==> config.mk <==
export PLATFORM = sky130hd
export DESIGN_NAME = pulse_train_gen
export DESIGN_NICKNAME = d
export VERILOG_FILES = /design/src/rtl/pulse_train_gen.sv
export SDC_FILE = /design/constraint.sdc
export NUM_CORES = 1
export LEC_CHECK = 0
export ABC_CLOCK_PERIOD_IN_PS = 3370
export BUFFER_PORTS_ARGS = -buffer_cell sky130_fd_sc_hd__buf_2
export CAP_MARGIN = 20
export CORE_MARGIN = 2
export CORE_UTILIZATION = 35
export DETAILED_ROUTE_END_ITERATION = 8
export SETUP_SLACK_MARGIN = 0.5
export SLEW_MARGIN = 20
export SYNTH_ARGS = -nofsm -noshare
export SYNTH_HDL_FRONTEND = slang
export SYNTH_SLANG_ARGS = --single-unit
==> constraint.sdc <==
create_clock -name clk -period 3.37 [get_ports clk]
set_clock_uncertainty 0.2 [all_clocks]
set_input_delay 0 -clock clk [delete_from_list [all_inputs] [get_ports clk]]
set_output_delay 0 -clock clk [all_outputs]
set_load 0.02 [all_outputs]
==> src/rtl/pulse_train_gen.sv <==
// Programmable pulse-train generator: a valid/ready start launches N pulses of
// act_cycles active level separated by gap_cycles idle level, with abort and done strobe.
module pulse_train_gen #(
  parameter int   CNT_W      = 8,
  parameter int   WID_W      = 16,
  parameter logic IDLE_LEVEL = 1'b1
) (
  input  logic             clk,
  input  logic             rst_n,
  input  logic             start_valid,
  output logic             start_ready,
  input  logic [CNT_W-1:0] num_pulses,
  input  logic [WID_W-1:0] act_cycles,
  input  logic [WID_W-1:0] gap_cycles,
  input  logic             abort,
  output logic             signal_out,
  output logic             busy,
  output logic             done_pulse,
  output logic             aborted
);

  typedef enum logic [1:0] {
    S_IDLE   = 2'd0,
    S_ACTIVE = 2'd1,
    S_GAP    = 2'd2
  } state_t;

  localparam logic [WID_W-1:0] WID_ONE = {{(WID_W-1){1'b0}}, 1'b1};
  localparam logic [CNT_W-1:0] CNT_ONE = {{(CNT_W-1){1'b0}}, 1'b1};

  state_t           state_q, state_d;
  logic [WID_W-1:0] phase_q, phase_d;
  logic [CNT_W-1:0] pulse_q, pulse_d;
  logic [WID_W-1:0] act_q, act_d;
  logic [WID_W-1:0] gap_q, gap_d;
  logic             sig_q, sig_d;
  logic             done_q, done_d;
  logic             aborted_q, aborted_d;
  logic [WID_W-1:0] act_eff_s;
  logic [WID_W-1:0] gap_eff_s;

  // Zero-length phases are promoted to one cycle at the moment they are latched
  assign act_eff_s = (act_cycles == {WID_W{1'b0}}) ? WID_ONE : act_cycles;
  assign gap_eff_s = (gap_cycles == {WID_W{1'b0}}) ? WID_ONE : gap_cycles;

  assign start_ready = (state_q == S_IDLE);
  assign busy        = (state_q != S_IDLE);
  assign signal_out  = sig_q;
  assign done_pulse  = done_q;
  assign aborted     = aborted_q;

  // Next-state and registered-output computation; phase_q counts cycles left including the current one
  always_comb begin
    state_d   = state_q;
    phase_d   = phase_q;
    pulse_d   = pulse_q;
    act_d     = act_q;
    gap_d     = gap_q;
    sig_d     = IDLE_LEVEL;
    done_d    = 1'b0;
    aborted_d = aborted_q;
    case (state_q)
      S_IDLE: begin
        if (start_valid) begin
          act_d   = act_eff_s;
          gap_d   = gap_eff_s;
          pulse_d = num_pulses;
          if (num_pulses == {CNT_W{1'b0}}) begin
            done_d    = 1'b1;
            aborted_d = 1'b0;
          end else begin
            state_d = S_ACTIVE;
            phase_d = act_eff_s;
            sig_d   = ~IDLE_LEVEL;
          end
        end else begin
          state_d = S_IDLE;
        end
      end
      S_ACTIVE: begin
        if (abort) begin
          state_d   = S_IDLE;
          done_d    = 1'b1;
          aborted_d = 1'b1;
        end else if (phase_q == WID_ONE) begin
          pulse_d = pulse_q - CNT_ONE;
          if (pulse_q == CNT_ONE) begin
            state_d   = S_IDLE;
            done_d    = 1'b1;
            aborted_d = 1'b0;
          end else begin
            state_d = S_GAP;
            phase_d = gap_q;
          end
        end else begin
          phase_d = phase_q - WID_ONE;
          sig_d   = ~IDLE_LEVEL;
        end
      end
      S_GAP: begin
        if (abort) begin
          state_d   = S_IDLE;
          done_d    = 1'b1;
          aborted_d = 1'b1;
        end else if (phase_q == WID_ONE) begin
          state_d = S_ACTIVE;
          phase_d = act_q;
          sig_d   = ~IDLE_LEVEL;
        end else begin
          phase_d = phase_q - WID_ONE;
        end
      end
      default: begin
        state_d = S_IDLE;
      end
    endcase
  end

  // State and output registers with synchronous active-low reset
  always_ff @(posedge clk) begin
    if (!rst_n) begin
      state_q   <= S_IDLE;
      phase_q   <= {WID_W{1'b0}};
      pulse_q   <= {CNT_W{1'b0}};
      act_q     <= {WID_W{1'b0}};
      gap_q     <= {WID_W{1'b0}};
      sig_q     <= IDLE_LEVEL;
      done_q    <= 1'b0;
      aborted_q <= 1'b0;
    end else begin
      state_q   <= state_d;
      phase_q   <= phase_d;
      pulse_q   <= pulse_d;
      act_q     <= act_d;
      gap_q     <= gap_d;
      sig_q     <= sig_d;
      done_q    <= done_d;
      aborted_q <= aborted_d;
    end
  end

endmodule

==> impl_metrics.json <==
{
  "gr-total-overflow": 0,
  "grt_pass1_vias": 3565,
  "netlist_instances": 467,
  "fin_area_um2": 4580,
  "final_common_cell": "nand2_1",
  "wl_met2_mm": 5.12,
  "clock-sinks": 61,
  "synth_cell_types": 57,
  "yosysWarnings": 0,
  "antenna_cells": 0,
  "final_hold_viol_count": 0,
  "ir_drop_mv": 0.230,
  "start_util_pct": 36.3,
  "rsz0062_at_grt": "false",
  "p_seq_share_pct": 39.0,
  "drc_errors": 0,
  "clkTransAtPathRegs_ps": 80,
  "dpl-instance-area_um2": 3890,
  "drive_gt1_share_pct": 15.1,
  "p_leak_nw": 1.78,
  "ioPinCount": 49,
  "async_flop_share_pct": 0,
  "synth.cell_area_um2": 3570,
  "grt.total_usage_pct": 19.8,
  "setup-violations-final": 0,
  "htreeDepth": 3,
  "die_h_um": 105,
  "wl_met3_um": 434,
  "hold_path_class": "in2reg",
  "end_kind": "flip-flop",
  "dieWidth_um": 105,
  "cts_inserted_buffers": 9,
  "place.port_buffers": 48,
  "avgViaCountPerCell": 5.46,
  "synth_ff_type": "dfxtp_1",
  "p_clk_share_pct": 36.4,
  "syn_avg_cell_area_um2": 7.64,
  "gp_congestion": 0.878,
  "fin_util_pct": 46.6,
  "ys_ff_latch": 61,
  "nNetsFinal": 599,
  "dpl.hpwl_mm": 6.90,
  "synth.area.top_cells": "dfxtp_1 34%, nand2_1 10%, o21ai_0 5.6%",
  "met1_length_mm": 4.87,
  "syn_nets": 520,
  "highest_layer": "met4",
  "vias": 3738,
  "synth_top_cell_by_area": "dfxtp_1",
  "antenna_left": 0,
  "tightest_slew_ps": 707,
  "p_sw_mw": 0.711,
  "required_ps": 3410,
  "cellPowerDensity_nw_per_um2": 485,
  "synth_seq_area_share_pct": 34.2,
  "fin_crit_sh_pct": 77.9,
  "insertion_delay_ps": 350,
  "max_cap_violations": 0,
  "syn2layout_area_growth_pct": 28.4,
  "drt_iter0_drc": 321,
  "die_area_um2": 11000,
  "grt_pass1_wl_mm": 17.7,
  "synth_edf_count": 0,
  "cp_max_fo": 8,
  "timing.final.crit_period_ps": 2620,
  "postCtsSetupBuffers": 0,
  "final_cell_mix": "98 x nand2_1, 61 x dfxtp_1, 48 x buf_2, 45 x dlygate4sd3_1, 40 x o21ai_0",
  "swShare_pct": 32.0,
  "root_buffer": "clkbuf_8",
  "fillers": 999,
  "drv_slew": 0,
  "run_status": "finished clean",
  "dr.pass1.iters": 5,
  "core_area_um2": 9820,
  "max_freq_ghz": 0.381,
  "rows": 36,
  "intPower_mw": 1.51,
  "hold_ws_ps": 33.1,
  "synth_top_cell_area_share_pct": 34.2,
  "routed_wl_mm": 10.6,
  "cts_tree": "done",
  "relSlewSlack_pct": 52.4,
  "finalPower_mw": 2.22,
  "crit_type": "reg2reg",
  "cts.path.max_buffers": 2,
  "tns_ps": 0,
  "grt_max_degree": 60,
  "wl_per_cell_um": 15.6,
  "arrival_ps": 2660,
  "antenna_found_initial": 0,
  "startpoint_type": "flip-flop",
  "combPwrFrac_pct": 24.6
}
-- metal layers --
metal	global-route usage, %	up-vias
met4	7.52	0
met5	0	-
met1	26.4	1767
li1	-	1842
met2	32.0	111
met3	3.06	18
-- power by group through the flow --
| stage | registers, mW | logic [mW] | clock network, mW |
|---|---|---|---|
| global route | 0.876 | 0.608 | 0.848 |
| finish | 0.866 | 0.546 | 0.807 |
| CTS | 0.863 | 0.536 | 0.814 |
| global placement | 0.876 | 0.489 | 0 |
| detailed placement | 0.879 | 0.493 | 0 |
| floorplan | 0.854 | 0.378 | 0 |
-- stage by stage --
step	setup WS [ps]	std cells
2_1_floorplan	1100	467
3_3_place_gp	898	623
3_5_place_dp	842	623
4_1_cts	650	684
5_1_grt	566	684
6_report	746	684
-- synthesized netlist by cell type, types with 2 or more instances --
cell       number
nand2_1        98
dfxtp_1        61
o21ai_0        40
a21oi_1        35
clkbuf_1       26
a21boi_0       21
nor2_1         18
inv_1          17
nor4_1         12
o22ai_1        10
ha_1            9
a22oi_1         7
a31oi_1         7
nor2b_1         7
nor3_1          7
mux2i_1         6
nand3_1         6
xor2_1          5
buf_2           4
nor3b_1         4
o211ai_1        4
o32ai_1         4
xnor2_1         4
a211oi_1        3
buf_6           3
o2111ai_1       3
o221ai_1        3
or4_1           3
a21o_1          2
a221o_1         2
a221oi_1        2
and2_1          2
and4_1          2
nand2b_1        2
nand4b_1        2
nor4_4          2
nor4b_1         2
o31ai_1         2
or3_1           2
-- cells by family (layout without fill, tap and decap cells) --
| kind of cell | count (synthesis) | in the layout | share of synthesized area, % |
|---|---|---|---|
| adder cells (fa/ha/maj) | 9 | 9 | 3.16 |
| AO/OA/AOI/OAI | 155 | 155 | 28.1 |
| AND/OR/NAND/NOR | 176 | 176 | 24.5 |
| flip-flops | 61 | 61 | 34.2 |
| buffers and inverters | 51 | 135 | 6.14 |
| multiplexers | 6 | 6 | 1.68 |
| XOR/XNOR | 9 | 9 | 2.21 |
-- final timing paths --
path,startpoint,end,slack (ps),cells past startpoint
worst max register to register,phase_q[0],signal_out,750,7
worst min-delay path,rst_n,gap_q[4],30,3
worst min register to register,gap_q[7],gap_q[7],260,2
worst max-delay path,phase_q[0],signal_out,750,7
-- final cells by class --
type	count	area [µm²]	share of cell area, %
Timing Repair Buffer	102	758	16.6
Sequential cell	61	1220	26.7
Multi-Input combinational cell	355	2130	46.6
Tap cell	133	166	3.63
Clock buffer	9	124	2.70
Inverter	17	63.8	1.39
Clock inverter	7	114	2.49
-- worst max-delay path: stages, from the launching register on --
cell and delay [ps]:
dfxtp_1 460, ha_1 240, nor3b_2 240, nand4_1 270, xnor2_1 210, o21ai_0 170, nand4b_1 120, dlygate4sd3_1 610
-- registers in the layout, summed over array words and instances, names as in the netlist --
signal,cells
gap_q,16
phase_q,16
act_q,16
aborted,1
done_pulse,1
pulse_q,8
state_q,2
signal_out,1
-- what timing repair did --
item                       in CTS  in global routing
hold buffers                   45                  0
hold endpoints to repair       60                  0
gates resized for setup         0                  1
setup endpoints to repair       0                  1
Power figures use the tool's default switching activity.
